## src/rtl/vga_timing_pkg.sv

```systemverilog
// Shared constants and types for the 640x480@60 raster timing generator.
package vga_timing_pkg;

    // Coordinate width covers totals up to 1024.
    localparam int unsigned COORD_W = 10;

    // Default 640x480@60 horizontal timing, in pixels.
    localparam int unsigned DEF_H_ACTIVE = 640;
    localparam int unsigned DEF_H_FP     = 16;
    localparam int unsigned DEF_H_SYNC   = 96;
    localparam int unsigned DEF_H_BP     = 48;

    // Default vertical timing, in lines.
    localparam int unsigned DEF_V_ACTIVE = 480;
    localparam int unsigned DEF_V_FP     = 10;
    localparam int unsigned DEF_V_SYNC   = 2;
    localparam int unsigned DEF_V_BP     = 33;

    localparam int unsigned DEF_H_TOTAL = DEF_H_ACTIVE + DEF_H_FP + DEF_H_SYNC + DEF_H_BP;
    localparam int unsigned DEF_V_TOTAL = DEF_V_ACTIVE + DEF_V_FP + DEF_V_SYNC + DEF_V_BP;

    localparam int unsigned FLAG_W = 3;

    typedef logic [COORD_W-1:0] coord_t;

    // Raw timing flags carried through the delay line.
    typedef struct packed {
        logic active;
        logic hs;
        logic vs;
    } timing_flags_t;

endpackage

```

## src/rtl/vga_timing_gen_sync_delay_line.sv

```systemverilog
// Enabled shift register for the timing flags; depth 0 is a wire.
module sync_delay_line #(
    parameter int unsigned DEPTH = 1,
    parameter int unsigned WIDTH = 3
) (
    input  logic             in_clk,
    input  logic             in_reset_n,
    input  logic             in_enable,
    input  logic [WIDTH-1:0] in_data,
    output logic [WIDTH-1:0] out_data
);

    if (DEPTH == 0) begin : g_bypass
        logic unused_ctrl;
        assign unused_ctrl = ^{in_clk, in_reset_n, in_enable};
        assign out_data    = in_data;
    end else begin : g_pipe
        logic [WIDTH-1:0] stage_q [DEPTH];
        logic [WIDTH-1:0] stage_d [DEPTH];

        // Shift one stage per enabled cycle, otherwise hold.
        always_comb begin
            for (int unsigned i = 0; i < DEPTH; i++) begin
                stage_d[i] = stage_q[i];
            end
            if (in_enable) begin
                stage_d[0] = in_data;
                for (int unsigned i = 1; i < DEPTH; i++) begin
                    stage_d[i] = stage_q[i-1];
                end
            end
        end

        // Stage registers with synchronous clear.
        always_ff @(posedge in_clk) begin
            if (!in_reset_n) begin
                for (int unsigned i = 0; i < DEPTH; i++) begin
                    stage_q[i] <= '0;
                end
            end else begin
                for (int unsigned i = 0; i < DEPTH; i++) begin
                    stage_q[i] <= stage_d[i];
                end
            end
        end

        assign out_data = stage_q[DEPTH-1];
    end

endmodule

```

## src/rtl/vga_timing_gen.sv

```systemverilog
// Free-running raster timing generator (640x480@60 by default).
// Coordinates are undelayed; active/hsync/vsync pass through PIPE_DELAY stages.
// Optional: define VGA_FRAME_COUNTER_EN for a 16-bit completed-frame counter.
module vga_timing_gen
    import vga_timing_pkg::*;
#(
    parameter int unsigned H_ACTIVE         = DEF_H_ACTIVE,
    parameter int unsigned H_FP             = DEF_H_FP,
    parameter int unsigned H_SYNC           = DEF_H_SYNC,
    parameter int unsigned H_BP             = DEF_H_BP,
    parameter int unsigned V_ACTIVE         = DEF_V_ACTIVE,
    parameter int unsigned V_FP             = DEF_V_FP,
    parameter int unsigned V_SYNC           = DEF_V_SYNC,
    parameter int unsigned V_BP             = DEF_V_BP,
    parameter int unsigned SYNC_ACTIVE_HIGH = 0,
    parameter int unsigned PIPE_DELAY       = 1
) (
    input  logic               in_clk,
    input  logic               in_reset_n,
    input  logic               in_enable,
    output logic [COORD_W-1:0] out_pix_x,
    output logic [COORD_W-1:0] out_pix_y,
    output logic               out_active,
    output logic               out_hsync,
    output logic               out_vsync,
    output logic               out_line_start,
    output logic               out_frame_start,
    output logic [15:0]        out_frame_count
);

    localparam int unsigned H_TOTAL = H_ACTIVE + H_FP + H_SYNC + H_BP;
    localparam int unsigned V_TOTAL = V_ACTIVE + V_FP + V_SYNC + V_BP;

    if (PIPE_DELAY > 4 || H_TOTAL > 1024 || V_TOTAL > 1024) begin : g_param_check
        $error("vga_timing_gen: PIPE_DELAY must be 0..4 and totals must not exceed 1024");
    end

    localparam coord_t H_LAST   = coord_t'(H_TOTAL - 1);
    localparam coord_t V_LAST   = coord_t'(V_TOTAL - 1);
    localparam coord_t H_ACT_C  = coord_t'(H_ACTIVE);
    localparam coord_t V_ACT_C  = coord_t'(V_ACTIVE);
    localparam coord_t HS_FIRST = coord_t'(H_ACTIVE + H_FP);
    localparam coord_t HS_LAST  = coord_t'(H_ACTIVE + H_FP + H_SYNC - 1);
    localparam coord_t VS_FIRST = coord_t'(V_ACTIVE + V_FP);
    localparam coord_t VS_LAST  = coord_t'(V_ACTIVE + V_FP + V_SYNC - 1);
    localparam logic   SYNC_HI  = (SYNC_ACTIVE_HIGH != 0);

    coord_t        x_q, x_d, y_q, y_d;
    logic          frame_wrap;
    timing_flags_t raw_flags;
    timing_flags_t dly_flags;

    // Next raster position; wraps at the end of each line and frame.
    always_comb begin
        x_d        = x_q;
        y_d        = y_q;
        frame_wrap = 1'b0;
        if (in_enable) begin
            if (x_q == H_LAST) begin
                x_d = '0;
                if (y_q == V_LAST) begin
                    y_d        = '0;
                    frame_wrap = 1'b1;
                end else begin
                    y_d = y_q + coord_t'(1);
                end
            end else begin
                x_d = x_q + coord_t'(1);
            end
        end
    end

    // Raster counters.
    always_ff @(posedge in_clk) begin
        if (!in_reset_n) begin
            x_q <= '0;
            y_q <= '0;
        end else begin
            x_q <= x_d;
            y_q <= y_d;
        end
    end

    // Undelayed timing decode from the current position.
    always_comb begin
        raw_flags.active = (x_q < H_ACT_C) && (y_q < V_ACT_C);
        raw_flags.hs     = (x_q >= HS_FIRST) && (x_q <= HS_LAST);
        raw_flags.vs     = (y_q >= VS_FIRST) && (y_q <= VS_LAST);
    end

    sync_delay_line #(
        .DEPTH (PIPE_DELAY),
        .WIDTH (FLAG_W)
    ) u_sync_delay_line (
        .in_clk     (in_clk),
        .in_reset_n (in_reset_n),
        .in_enable  (in_enable),
        .in_data    (raw_flags),
        .out_data   (dly_flags)
    );

    // Polarity is applied after the delay so a cleared line reads as deasserted.
    assign out_active = dly_flags.active;
    assign out_hsync  = dly_flags.hs ^ ~SYNC_HI;
    assign out_vsync  = dly_flags.vs ^ ~SYNC_HI;

    // Strobes are held low while reset is asserted so they read 0 during reset.
    assign out_line_start  = (x_q == '0) && in_enable && in_reset_n;
    assign out_frame_start = out_line_start && (y_q == '0);

    assign out_pix_x = x_q;
    assign out_pix_y = y_q;

`ifdef VGA_FRAME_COUNTER_EN
    logic [15:0] frame_count_q, frame_count_d;

    // Count completed frames, wrapping at 16 bits.
    always_comb begin
        frame_count_d = frame_count_q;
        if (frame_wrap) begin
            frame_count_d = frame_count_q + 16'd1;
        end
    end

    // Frame counter register.
    always_ff @(posedge in_clk) begin
        if (!in_reset_n) begin
            frame_count_q <= '0;
        end else begin
            frame_count_q <= frame_count_d;
        end
    end

    assign out_frame_count = frame_count_q;
`else
    logic unused_frame_wrap;
    assign unused_frame_wrap = frame_wrap;
    assign out_frame_count   = '0;
`endif

endmodule

```

## config.mk

```make
export PLATFORM = sky130hd
export DESIGN_NAME = vga_timing_gen
export DESIGN_NICKNAME = d
export VERILOG_FILES = /design/src/rtl/vga_timing_pkg.sv /design/src/rtl/vga_timing_gen_sync_delay_line.sv /design/src/rtl/vga_timing_gen.sv
export SDC_FILE = /design/constraint.sdc
export NUM_CORES = 1
export LEC_CHECK = 0
export CORE_AREA = 2 2 55 57
export CTS_BUF_LIST = sky130_fd_sc_hd__clkbuf_8
export DETAILED_ROUTE_END_ITERATION = 7
export DIE_AREA = 0 0 57 59
export GPL_TIMING_DRIVEN = 0
export PLACE_DENSITY = 0.95
export REMOVE_ABC_BUFFERS = 1
export SLEW_MARGIN = 5
export SYNTH_ARGS = -nofsm -noshare
export SYNTH_HDL_FRONTEND = slang
export SYNTH_HIERARCHICAL = 1
export SYNTH_SLANG_ARGS = --single-unit
```

## constraint.sdc

```tcl
create_clock -name in_clk -period 4.3 [get_ports in_clk]
set_clock_uncertainty 0.1 [all_clocks]
set_input_delay 0.43 -clock in_clk [delete_from_list [all_inputs] [get_ports in_clk]]
set_output_delay 0.43 -clock in_clk [all_outputs]
set_load 0.005 [all_outputs]
```

==> results.txt, run 1 <==
- Of the post-synthesis cell area, the part taken by muxes is 4.41%.
- P&R area growth vs syn: 18.5%
* Setup tns final: 0 ns
* Final Critical Period: 2.86 ns
- Fraction of power consumed by combinational cells: 7.9%
* Syn Inst Count: 158
- Port buffering added 27 buffers.
- After clock tree synthesis, the clock-pin slew on the worst setup and hold paths is 0.08 ns.
* Final nets: 189
- Dividing the final minimum period by the clock period gives 66.6%.
- Summed over all layers, the global routing overflow is 0.
- STA classifies the critical path startpoint as an input port.
- Setup slack, reg-to-reg: 2.39 ns
- The number of pins with negative max-slew slack in the final report came to 0.
- The tree is rooted in a sky130_fd_sc_hd__clkbuf_8.
* Share of total power in sequential cells: 57.0%
* Proportion of register bits with asynchronous set or reset after synthesis: 0%
- A synthesized cell averages 8.62 um2.
- The floorplan step set the die width to 57 um.
- First-pass detailed-route iteration total: 4
* Vias per cell: 5.47
* Overall die area: 3360 um2
- Number of hold buffers added after CTS: 0
- Max Buffers Root-to-Sink: 2
* Gp weighted congestion: 0.815
- In this run the critical register-to-register path is captured at out_pix_y[8]$_SDFFE_PN0P_.
- Status: complete, no violations
- Sw frac: 23.0%
* Worst r2r src: out_pix_x[0]$_SDFFE_PN0P_
- Entering global routing, the biggest net connects 14 pins.
- The HPWL after detailed placement is 1970 um.
- Internal power: 295 uW
- Per report_power, the clock group accounts for 35.1% of the total.
* Highest clock rate: 349 MHz
* Initial core utilization: 50.3%
- The cell area that synthesis handed to floorplanning was 1360 um2.
* Later-pin clock latency in the skew report: 0.27 ns
- Number of synthesized flops with an enable pin: 0
* Total routing usage reported by global routing: 16.2%
* Worst hold slack after final layout: 0.427 ns
- The most used flip-flop cell after synthesis is sky130_fd_sc_hd__dfxtp_1.
- The worst setup path is captured at an output port.
- The die is 59 um tall.
* Post-CTS Setup Repair Bufs: 0
- Sw power: 88.1 uW
- Total Wirelength: 2680 um
- IR analysis of the VDD net gives a maximum drop of 0.203 mV.
- Setup Slack @ Placement: 1.44 ns
- The floorplan step defined a core boundary enclosing 2710 um2.
* Final critical-path setup slack: 1.44 ns
- Number of antenna violations at the first check in global routing: 0
- Counting flops and latches in the post-synthesis netlist gives 23.
- The initialized floorplan defines 19 standard-cell rows.
* Number of vias in the routed layout: 1,159
* Number of hold-slack violations in the final timing report: 0
- By area, the combinational part of the netlist is dominated by simple AND/OR/NAND/NOR gates.
- Source of the critical timing path: in_enable
* DRC errors left: 0
* Number of cells on the worst hold path: 2
- Number of maximum-capacitance constraint violations: 0
- Setup repair after global routing missed its margin: false
- In the post-synthesis netlist, the cell with the most instances is sky130_fd_sc_hd__dfxtp_1.
- Kind of critical path: in -> out
- Path class of the lowest-slack min-delay path: reg -> reg
- Remaining antenna violation count after routing: 0
- Area share of the largest cell type after synthesis: 33.8%
- The number of antenna diodes in the final layout is 0.
* Number of distinct library cells after synthesis: 39
* Leading post-synthesis cells by cell area: sky130_fd_sc_hd__dfxtp_1 (34%), sky130_fd_sc_hd__buf_4 (10%), sky130_fd_sc_hd__xor2_1 (4.5%)
- Endpoint required time on the critical path: 3.77 ns
- Max H-tree Level: 1
* Compound-Gate Fraction of Synth Area: 5.97%
- Number of global-route vias before repair: 928
* CTS Sinks: 23
* Share of synthesized cell area in full adder, half adder and majority cells: 3.67%
- CTS-repair resized insts: 0
- The most critical setup path has its endpoint at out_frame_start.
- Routed wirelength normalized by instance count: 12.6 um
* Highest fanout seen on the critical path: 10
- Yosys printed 6 warnings.
- After Yosys synthesis, XOR and XNOR cells account for 7.71% of the synthesized area.
* Share of post-route cells with drive strength above 1: 3.87%
- Cell types with the highest counts after synthesis: sky130_fd_sc_hd__dfxtp_1 (23), sky130_fd_sc_hd__buf_4 (19), sky130_fd_sc_hd__nor2_1 (16), sky130_fd_sc_hd__nand3_1 (9), sky130_fd_sc_hd__inv_1 (8)
- The first global-routing pass estimated 4280 um of wire.
- Lkg Pwr: 0.000607 uW
- TritonCTS built the clock tree.
- Simple logic cell fraction of the synthesized area: 30.2%
- Clock tree synthesis inserted a total of 3 buffers.
- The largest total area in the synthesized netlist belongs to sky130_fd_sc_hd__dfxtp_1.
- Reg2reg path depth: 5
* Filler cell count: 248
* Power density over the cells: 237 nW/um2
* Critical path arrival: 2.33 ns
- IO Pins: 44
- Total setup violations reported at the end of the flow: 0
- Sequential element share of the synthesized area: 33.8%
- Detailed Route Iter0 Violations: 28
-- critical path, stage by stage --
cell and delay (ns):
sky130_fd_sc_hd__clkdlybuf4s50_1 0.72, sky130_fd_sc_hd__nor4b_1 0.26, sky130_fd_sc_hd__and3_1 0.23, sky130_fd_sc_hd__and4_1 0.19, sky130_fd_sc_hd__clkdlybuf4s50_1 0.50
-- state kept, by name, summed over array words and instances, names as in the netlist --
name / count
u_sync_delay_line/g_pipe.stage_q: 3
out_pix_x: 10
out_pix_y: 10
-- worst min path at each step --
stage | from | to
2_1_floorplan | u_sync_delay_line/g_pipe.stage_q[0][0]$_SDFFE_PN0P_ | u_sync_delay_line/g_pipe.stage_q[0][0]$_SDFFE_PN0P_
3_3_place_gp | u_sync_delay_line/g_pipe.stage_q[0][0]$_SDFFE_PN0P_ | u_sync_delay_line/g_pipe.stage_q[0][0]$_SDFFE_PN0P_
3_5_place_dp | u_sync_delay_line/g_pipe.stage_q[0][1]$_SDFFE_PN0P_ | u_sync_delay_line/g_pipe.stage_q[0][1]$_SDFFE_PN0P_
4_1_cts | u_sync_delay_line/g_pipe.stage_q[0][0]$_SDFFE_PN0P_ | u_sync_delay_line/g_pipe.stage_q[0][0]$_SDFFE_PN0P_
5_1_grt | u_sync_delay_line/g_pipe.stage_q[0][0]$_SDFFE_PN0P_ | u_sync_delay_line/g_pipe.stage_q[0][0]$_SDFFE_PN0P_
6_report | u_sync_delay_line/g_pipe.stage_q[0][0]$_SDFFE_PN0P_ | u_sync_delay_line/g_pipe.stage_q[0][0]$_SDFFE_PN0P_
-- power by group through the flow --
stage	combinational (uW)	clock, uW	sequential, uW
floorplan	14.7	0	223
global placement	29.3	0	223
detailed placement	29.6	0	224
CTS	30.0	138	219
global route	33.4	151	219
finish	30.1	134	218
-- cell usage in the layout, fill, tap and decap left out --
master and instances:
sky130_fd_sc_hd__or4_1 1, sky130_fd_sc_hd__clkdlybuf4s50_1 27, sky130_fd_sc_hd__o21ai_0 1, sky130_fd_sc_hd__and3_1 5
sky130_fd_sc_hd__nor3_1 5, sky130_fd_sc_hd__clkinv_2 1, sky130_fd_sc_hd__inv_1 8, sky130_fd_sc_hd__clkbuf_8 3
sky130_fd_sc_hd__nor3_2 1, sky130_fd_sc_hd__xnor2_1 5, sky130_fd_sc_hd__dfxtp_1 23, sky130_fd_sc_hd__mux2i_1 6
sky130_fd_sc_hd__nand3_1 9, sky130_fd_sc_hd__o211ai_1 1, sky130_fd_sc_hd__and2_1 1, sky130_fd_sc_hd__nand4_1 4
sky130_fd_sc_hd__o221ai_1 1, sky130_fd_sc_hd__xor2_1 7, sky130_fd_sc_hd__nor2_1 16, sky130_fd_sc_hd__o31ai_1 3
sky130_fd_sc_hd__nor4b_1 2, sky130_fd_sc_hd__o21a_1 1, sky130_fd_sc_hd__nand2_1 7, sky130_fd_sc_hd__a32oi_1 1
sky130_fd_sc_hd__nand4bb_1 2, sky130_fd_sc_hd__and4_1 4, sky130_fd_sc_hd__a31oi_1 1, sky130_fd_sc_hd__o21ai_1 1
sky130_fd_sc_hd__a21oi_1 2, sky130_fd_sc_hd__nor2b_1 4, sky130_fd_sc_hd__and4b_1 1, sky130_fd_sc_hd__nor4_1 3
sky130_fd_sc_hd__nand2b_1 1, sky130_fd_sc_hd__nor4_4 1, sky130_fd_sc_hd__conb_1 16, sky130_fd_sc_hd__ha_1 4
sky130_fd_sc_hd__nand4b_1 1, sky130_fd_sc_hd__nand3_2 1
-- kinds of logic (layout without fill, tap and decap cells) --
group / after synthesis / in the layout
other cells: 1 / 16
flops: 23 / 23
compound gates: 12 / 12
buf+inv: 31 / 39
xor+xnor: 12 / 12
mux: 6 / 6
fa+ha+maj: 4 / 4
simple gates: 69 / 69
-- final cells by class --
type	instances	area [um2]	area share [%]
timing repair buffer	27	270	16.7
tap	31	38.8	2.40
inverter	8	30.0	1.86
clock buffer	3	41.3	2.56
multi-input combinational	119	768	47.6
clock inverter	1	5.00	0.310
sequential	23	460	28.5
-- through the flow --
step / power, uW / util, % / std cells / cell area, um2
2_1_floorplan: 238 / - / 150 / 1260
3_3_place_gp: 253 / 57.8 / 208 / 1570
3_5_place_dp: 253 / 57.8 / 208 / 1570
4_1_cts: 387 / 59.6 / 212 / 1610
5_1_grt: 403 / 59.6 / 212 / 1610
6_report: 383 / 59.6 / 212 / 1610
-- metal layers --
metal / part of all wire (%) / track usage, %
met2: 48 / 26.6
met4: 1.5 / 6.98
met3: 5.7 / 2.62
met1: 45 / 21.2
met5: 0 / 0
Note: power is estimated with default switching activity, not from simulation.
==> run 2: changes to the inputs <==
--- a/config.mk
+++ b/config.mk
@@ -5,12 +5,12 @@
 export SDC_FILE = /design/constraint.sdc
 export NUM_CORES = 1
 export LEC_CHECK = 0
-export CORE_AREA = 2 2 55 57
+export CORE_AREA = 2 2 60 62
 export CTS_BUF_LIST = sky130_fd_sc_hd__clkbuf_8
 export DETAILED_ROUTE_END_ITERATION = 7
-export DIE_AREA = 0 0 57 59
+export DIE_AREA = 0 0 62 64
 export GPL_TIMING_DRIVEN = 0
-export PLACE_DENSITY = 0.95
+export PLACE_DENSITY = 0.87
 export REMOVE_ABC_BUFFERS = 1
 export SLEW_MARGIN = 5
 export SYNTH_ARGS = -nofsm -noshare
==> constraint.sdc (replaced) <==
create_clock -name in_clk -period 2.36 [get_ports in_clk]
set_clock_uncertainty 0.1 [all_clocks]
set_input_delay 0.236 -clock in_clk [delete_from_list [all_inputs] [get_ports in_clk]]
set_output_delay 0.236 -clock in_clk [all_outputs]
set_load 0.005 [all_outputs]
==> results.txt, run 2 (synthesis gave the netlist of run 1 again) <==
* CP Capture Type: output port
- The per-cell routed wire length was 12.1 um (-4.3%).
* Worst min-delay path startpoint: u_sync_delay_line/g_pipe.stage_q[0][0]$_SDFFE_PN0P_
- First-pass GRT wire length: 4350 um (+1.6%)
- The diode insertion count for antenna repair came to 0 (unchanged).
* CTS tree: yes
- Worst r2r src: out_pix_x[0]$_SDFFE_PN0P_
* Path class of the lowest-slack min-delay path: reg -> reg
* Number of global-route vias before repair: 937 (+0.97%)
- The library cell used most frequently in the layout, excluding fill and tap cells, is sky130_fd_sc_hd__clkdlybuf4s50_1.
- CTS clk-pin slew, worst paths: 0.08 ns (about the same)
- The proportion of layout cells with a drive suffix above 1 is 3.31% (-0.55 points).
* Number of vias in the routed layout: 1,146 (-1.1%)
- Final nets: 189 (unchanged)
- Endpoint required time on the critical path: 2.02 ns (-1.75 ns)
- The finished layout cell area came to 1630 um2 (+1.0%).
- Number of buffers created by CTS: 3 (unchanged)
- The total power is 689 uW (+80%).
- Max Buffers Root-to-Sink: 2 (unchanged)
* Highest clock rate: 443 MHz
- The count of H-tree levels built during CTS came to 1 (unchanged).
* Power density over the cells: 423 nW/um2 (+78%)
* P&R area growth vs syn: 19.7%
* CTS-repair resized insts: 2 (+2)
- Number of hold buffers added after CTS: 0 (unchanged)
- The remaining antenna violation count after routing is 0 (unchanged).
- The clock net sink count was 23 (unchanged).
- Remaining global-route overflow: 0 (unchanged)
- Die W: 62 um (+8.8%)
* Setup tns final: 0 ns (unchanged)
- In the layout the commonest cells are sky130_fd_sc_hd__clkdlybuf4s50_1 (25), sky130_fd_sc_hd__dfxtp_1 (23), sky130_fd_sc_hd__nor2_1 (16), sky130_fd_sc_hd__conb_1 (16).
- Detailed Route Iter0 Violations: 65 (+130%)
- Total setup violations reported at the end of the flow: 0 (unchanged)
- Die span in y: 64 um (+8.5%)
- Worst hold slack after final layout: 0.433 ns (+0.00546 ns)
* Setup repair after global routing missed its margin: false
- The post-detailed-placement cell area was 1590 um2 (+1.2%).
- Later-pin clock latency in the skew report: 0.26 ns (about the same)
- DRC errors left: 0 (unchanged)
* Core Box Area: 3280 um2 (+21%)
* Clock tree root driver cell: sky130_fd_sc_hd__clkbuf_8
- Source of the critical timing path: out_pix_x[0]$_SDFFE_PN0P_
- The worst setup path is launched from a flip-flop.
- The leakage power total is 0.000610 uW (+0.56%).
- Status: complete, no violations
- The placer's final routability congestion estimate is 0.804 (-1.4%).
- The count of input and output buffers came to 27 (unchanged).
- The largest driver fanout on the critical path was 5 (-5).
- The largest net degree at the start of global routing was 13 (-1).
* Post-DP HPWL: 1990 um (+1.4%)
* Number of antenna violations at the first check in global routing: 0 (unchanged)
* Total routing usage reported by global routing: 14.5% (-1.7 points)
- The number of rows created at floorplan came to 21 (+2).
- Final Critical Period: 2.26 ns
* Util after Layout: 49.6% (-9.9 points)
* Total Wirelength: 2740 um (+2.5%)
- The initial core utilization came to 41.5% (-8.8 points).
- The count of maximum capacitance violations was 0 (unchanged).
- Post-CTS Setup Repair Bufs: 0 (unchanged)
* Share of the cycle needed by the critical path after routing: 95.7%
- First-pass detailed-route iteration total: 4 (unchanged)
* Number of hold-slack violations in the final timing report: 0 (unchanged)
- Vias per cell: 5.05 (-7.7%)
* Final-report max-slew violation count: 0 (unchanged)
- Overall die area: 3970 um2 (+18%)
- The I/O pin count was 44 (unchanged).
- The peak ir drop on the vdd network came to 0.228 mV (+12%).
- The setup path with the least slack is of type reg -> out.
- Critical path arrival: 1.92 ns (-0.41 ns)
run 2: cell count changes in the layout (fill, tap and decap cells not counted):
cell,change
sky130_fd_sc_hd__clkdlybuf4s50_1,-2
sky130_fd_sc_hd__clkinv_2,-1
sky130_fd_sc_hd__inv_1,+1
sky130_fd_sc_hd__dlygate4sd2_1,+1
sky130_fd_sc_hd__clkdlybuf4s15_1,+1
run 2: routing by layer:
metal / global-route usage [%] / vias up / wire length, um / share of wire, %
met4: 6.65 / 0 / 39 / 1.4
li1: - / 562 / - / -
met5: 0 / - / 0 / 0
met1: 20.0 / 535 / 1250 / 46
met2: 20.4 / 44 / 1250 / 46
met3: 4.25 / 5 / 197 / 7.2
run 2: worst max-delay path: stages (launching register included):
cell and delay (ns):
sky130_fd_sc_hd__dfxtp_1 0.35, sky130_fd_sc_hd__inv_1 0.07, sky130_fd_sc_hd__ha_1 0.13, sky130_fd_sc_hd__nand2_1 0.05, sky130_fd_sc_hd__nor3_1 0.13, sky130_fd_sc_hd__and3_1 0.23
sky130_fd_sc_hd__and4_1 0.20, sky130_fd_sc_hd__clkdlybuf4s50_1 0.50
run 2: area by class of cell:
class                           count  area [um2]
Tap cell                           46        57.6
Fill cell                         318        1650
Timing Repair Buffer               27         269
Clock inverter                      1        3.75
Sequential cell                    23         460
Inverter                            8        30.0
Clock buffer                        3        41.3
Multi-Input combinational cell    119         768
run 2: power breakdown:
part | leakage, uW | total, uW | internal [uW] | switching [uW]
logic | 0.000397 | 53.2 | 25.3 | 27.9
registers | 0.000186 | 398 | 393 | 5.35
clock network | 0.0000269 | 238 | 116 | 122
run 2: worst paths after layout:
kind / end / slack (ns) / cells past startpoint
min: u_sync_delay_line/g_pipe.stage_q[0][0]$_SDFFE_PN0P_ / 0.43 / 2
max: out_frame_start / 0.10 / 7
max reg2reg: out_pix_y[8]$_SDFFE_PN0P_ / 0.43 / 5
min reg2reg: u_sync_delay_line/g_pipe.stage_q[0][0]$_SDFFE_PN0P_ / 0.43 / 2
run 2: through the flow:
stage / setup slack (ns) / std cells
2_1_floorplan: 0.660 / 150
3_3_place_gp: -0.133 / 223
3_5_place_dp: -0.130 / 223
4_1_cts: 0.0982 / 227
5_1_grt: 0.0133 / 227
6_report: 0.102 / 227
==> run 3: changes to the inputs <==
--- a/config.mk
+++ b/config.mk
@@ -10,7 +10,7 @@
 export DETAILED_ROUTE_END_ITERATION = 7
 export DIE_AREA = 0 0 62 64
 export GPL_TIMING_DRIVEN = 0
-export PLACE_DENSITY = 0.87
+export PLACE_DENSITY_LB_ADDON = 0.12
 export REMOVE_ABC_BUFFERS = 1
 export SLEW_MARGIN = 5
 export SYNTH_ARGS = -nofsm -noshare
==> results.txt, run 3 (synthesis gave the netlist of run 1 again) <==
- The run finished with clean final reports.
- The number of setup violations in the final report is 0 (unchanged).
- The critical path is of the in -> out type.
* DRC errors left: 0 (unchanged)
- The wire length of the first global-routing pass came to 4660 um (+7.3%).
- The net switching fraction of the power came to 23.2% (+0.73 points).
- Setup tns final: 0 ns (unchanged)
- Internal power: 538 uW (+0.70%)
* Overall die area: 3970 um2 (unchanged)
- The width of the chip is 62 um (unchanged).
* Leading cell types in the layout, fill and taps excluded: sky130_fd_sc_hd__clkdlybuf4s50_1 (25), sky130_fd_sc_hd__dfxtp_1 (21), sky130_fd_sc_hd__nor2_1 (16), sky130_fd_sc_hd__conb_1 (16), sky130_fd_sc_hd__nand3_1 (9)
- Gp weighted congestion: 0.761 (-5.4%)
- Share of the cycle needed by the critical path after routing: 94.7% (-1.0 points)
- The placed wire-length estimate came to 2200 um (+10%).
* Later-pin clock latency in the skew report: 0.26 ns (about the same)
- The met2 track demand over resource is 24.6% (+4.2 points).
* Lkg Pwr: 0.000617 uW (+1.1%)
- The cell sitting at the root of the clock tree is a sky130_fd_sc_hd__clkbuf_8.
* Vias per cell: 5.03 (-0.44%)
- Final cell area excluding filler cells: 1650 um2 (+1.0%)
- The aggregate routed wire length was 2980 um (+8.5%).
- The diode insertion count for antenna repair is 0 (unchanged).
- Number of antenna violations at the first check in global routing: 0 (unchanged)
- Final-report max-slew violation count: 0 (unchanged)
- The post-detailed-placement cell area is 1590 um2 (unchanged).
- The overall via count from detail_route is 1,146 (unchanged).
* Die span in y: 64 um (unchanged)
* Endpoint required time on the critical path: 2.02 ns (about the same)
- The count of H-tree levels built during CTS came to 1 (unchanged).
- Highest clock rate: 447 MHz (+1.1%)
* Final Critical Period: 2.23 ns (-0.0235 ns)
* Worst IR drop on VDD: 0.265 mV (+16%)
- IO Pins: 44 (unchanged)
* Critical path arrival: 1.90 ns (-0.02 ns)
* Highest fanout seen on the critical path: 10 (+5)
- The count of endpoints failing hold in the final timing report was 0 (unchanged).
* Met1 Track Usage GR: 20.2% (+0.27 points)
* Path class of the lowest-slack min-delay path: reg -> reg
- Clock network power share: 35.0% (+0.5 points)
* Number of global-route vias before repair: 1,014 (+8.2%)
- The count of input and output buffers came to 27 (unchanged).
- Remaining antenna violation count after routing: 0 (unchanged)
- The part of the power in registers is 57.0% (-0.7 points).
* Initial core utilization: 41.5% (unchanged)
- Remaining global-route overflow: 0 (unchanged)
- Total routing usage reported by global routing: 15.4% (+0.88 points)
- The post-layout instance count excluding filler cells is 228 (+0.44%).
- CP Capture Type: output port
- The proportion of layout cells with a drive suffix above 1 came to 6.04% (+2.7 points).
- The first-pass iteration count of the detailed router came to 4 (unchanged).
* Sw power: 163 uW (+5.0%)
- The maximum buffer depth of the clock tree is 2 (unchanged).
* CTS Sinks: 23 (unchanged)
- The per-cell routed wire length was 13.0 um (+8.1%).
* Pin count of the biggest net entering global routing: 14 (+1)
* CTS clk-pin slew, worst paths: 0.09 ns (about the same)
* Power density over the cells: 426 nW/um2 (+0.65%)
- Number of buffers created by CTS: 3 (unchanged)
- GR Layer Usage met3: 1.82% (-2.4 points)
- Util after Layout: 50.1% (+0.50 points)
- Row Count: 21 (unchanged)
- Most common cell after layout, fill and taps aside: sky130_fd_sc_hd__clkdlybuf4s50_1
- Sort of element at the start of the critical path: input port
* Final nets: 190 (+0.53%)
* P&R area growth vs syn: 20.8%
- The count of maximum capacitance violations is 0 (unchanged).
- TritonCTS built the clock tree.
- Inst Count DP: 223 (unchanged)
* Tot Pwr: 701 uW (+1.7%)
- The initial DRC count is 35 (-46%).
- Core Box Area: 3280 um2 (unchanged)
- After global routing, the most crowded layer is met2.
- The relative contribution of combinational cells to total power came to 8.0% (+0.3 points).
==> run 3: cell types whose count changed in the layout (fill, tap and decap cells not counted) <==
cell | before | now
sky130_fd_sc_hd__buf_4 | 0 | 1
sky130_fd_sc_hd__clkdlybuf4s15_1 | 1 | 0
sky130_fd_sc_hd__nor4_1 | 3 | 2
sky130_fd_sc_hd__dfxtp_2 | 0 | 2
sky130_fd_sc_hd__nor4_2 | 0 | 1
sky130_fd_sc_hd__inv_1 | 9 | 8
sky130_fd_sc_hd__clkinv_2 | 0 | 1
sky130_fd_sc_hd__dfxtp_1 | 23 | 21
sky130_fd_sc_hd__dlygate4sd2_1 | 1 | 2
==> run 3: what timing repair did <==
item / 4_1_cts / 5_1_grt
setup endpoints to repair: 1 / 1
gates resized for setup: 2 / 3
setup buffers: 0 / 1
hold buffers: 0 / 0
==> run 3: routing by layer <==
layer	share of wire (%)	vias up
met5	0	-
met4	1.7	0
met3	4.2	4
met2	47	38
met1	47	535
li1	-	569
==> run 3: power by group through the flow <==
stage          clock, uW  sequential [uW]  combinational (uW)
3_5_place_dp           0              408                55.3
3_3_place_gp           0              407                54.2
6_report             245              399                56.3
4_1_cts              255              399                54.4
5_1_grt              267              401                63.7
2_1_floorplan          0              407                26.7
==> run 3: stage by stage <==
step / setup slack [ns] / hold WS, ns
after floorplan: 0.660 / 0.264
after global placement: -0.130 / 0.402
after detailed placement: -0.148 / 0.410
after CTS: 0.0683 / 0.431
after global routing: -0.00309 / 0.475
final: 0.125 / 0.423
==> run 3: cell type report <==
cell class	instances	area, um2
well taps	46	57.6
inverters	8	30.0
clock inverters	1	5.00
repair buffers	28	275
clock buffers	3	41.3
multi-input cells	119	774
flip-flops and latches	23	463
fillers	338	1640
==> run 3: worst paths after layout <==
path,from,endpoint,slack [ns],cells after the start
hold reg to reg,out_pix_y[8]$_SDFFE_PN0P_,out_pix_y[8]$_SDFFE_PN0P_,0.42,2
setup / recovery,in_enable,out_frame_start,0.13,5
hold / removal,out_pix_y[8]$_SDFFE_PN0P_,out_pix_y[8]$_SDFFE_PN0P_,0.42,2
setup reg to reg,out_pix_x[0]$_SDFFE_PN0P_,out_pix_y[3]$_SDFFE_PN0P_,0.54,5
==> run 3: worst max-delay path: stages <==
cell                              delay [ns]
sky130_fd_sc_hd__dlygate4sd2_1          0.48
sky130_fd_sc_hd__nor4b_1                0.26
sky130_fd_sc_hd__and3_1                 0.24
sky130_fd_sc_hd__and4_1                 0.19
sky130_fd_sc_hd__clkdlybuf4s50_1        0.50
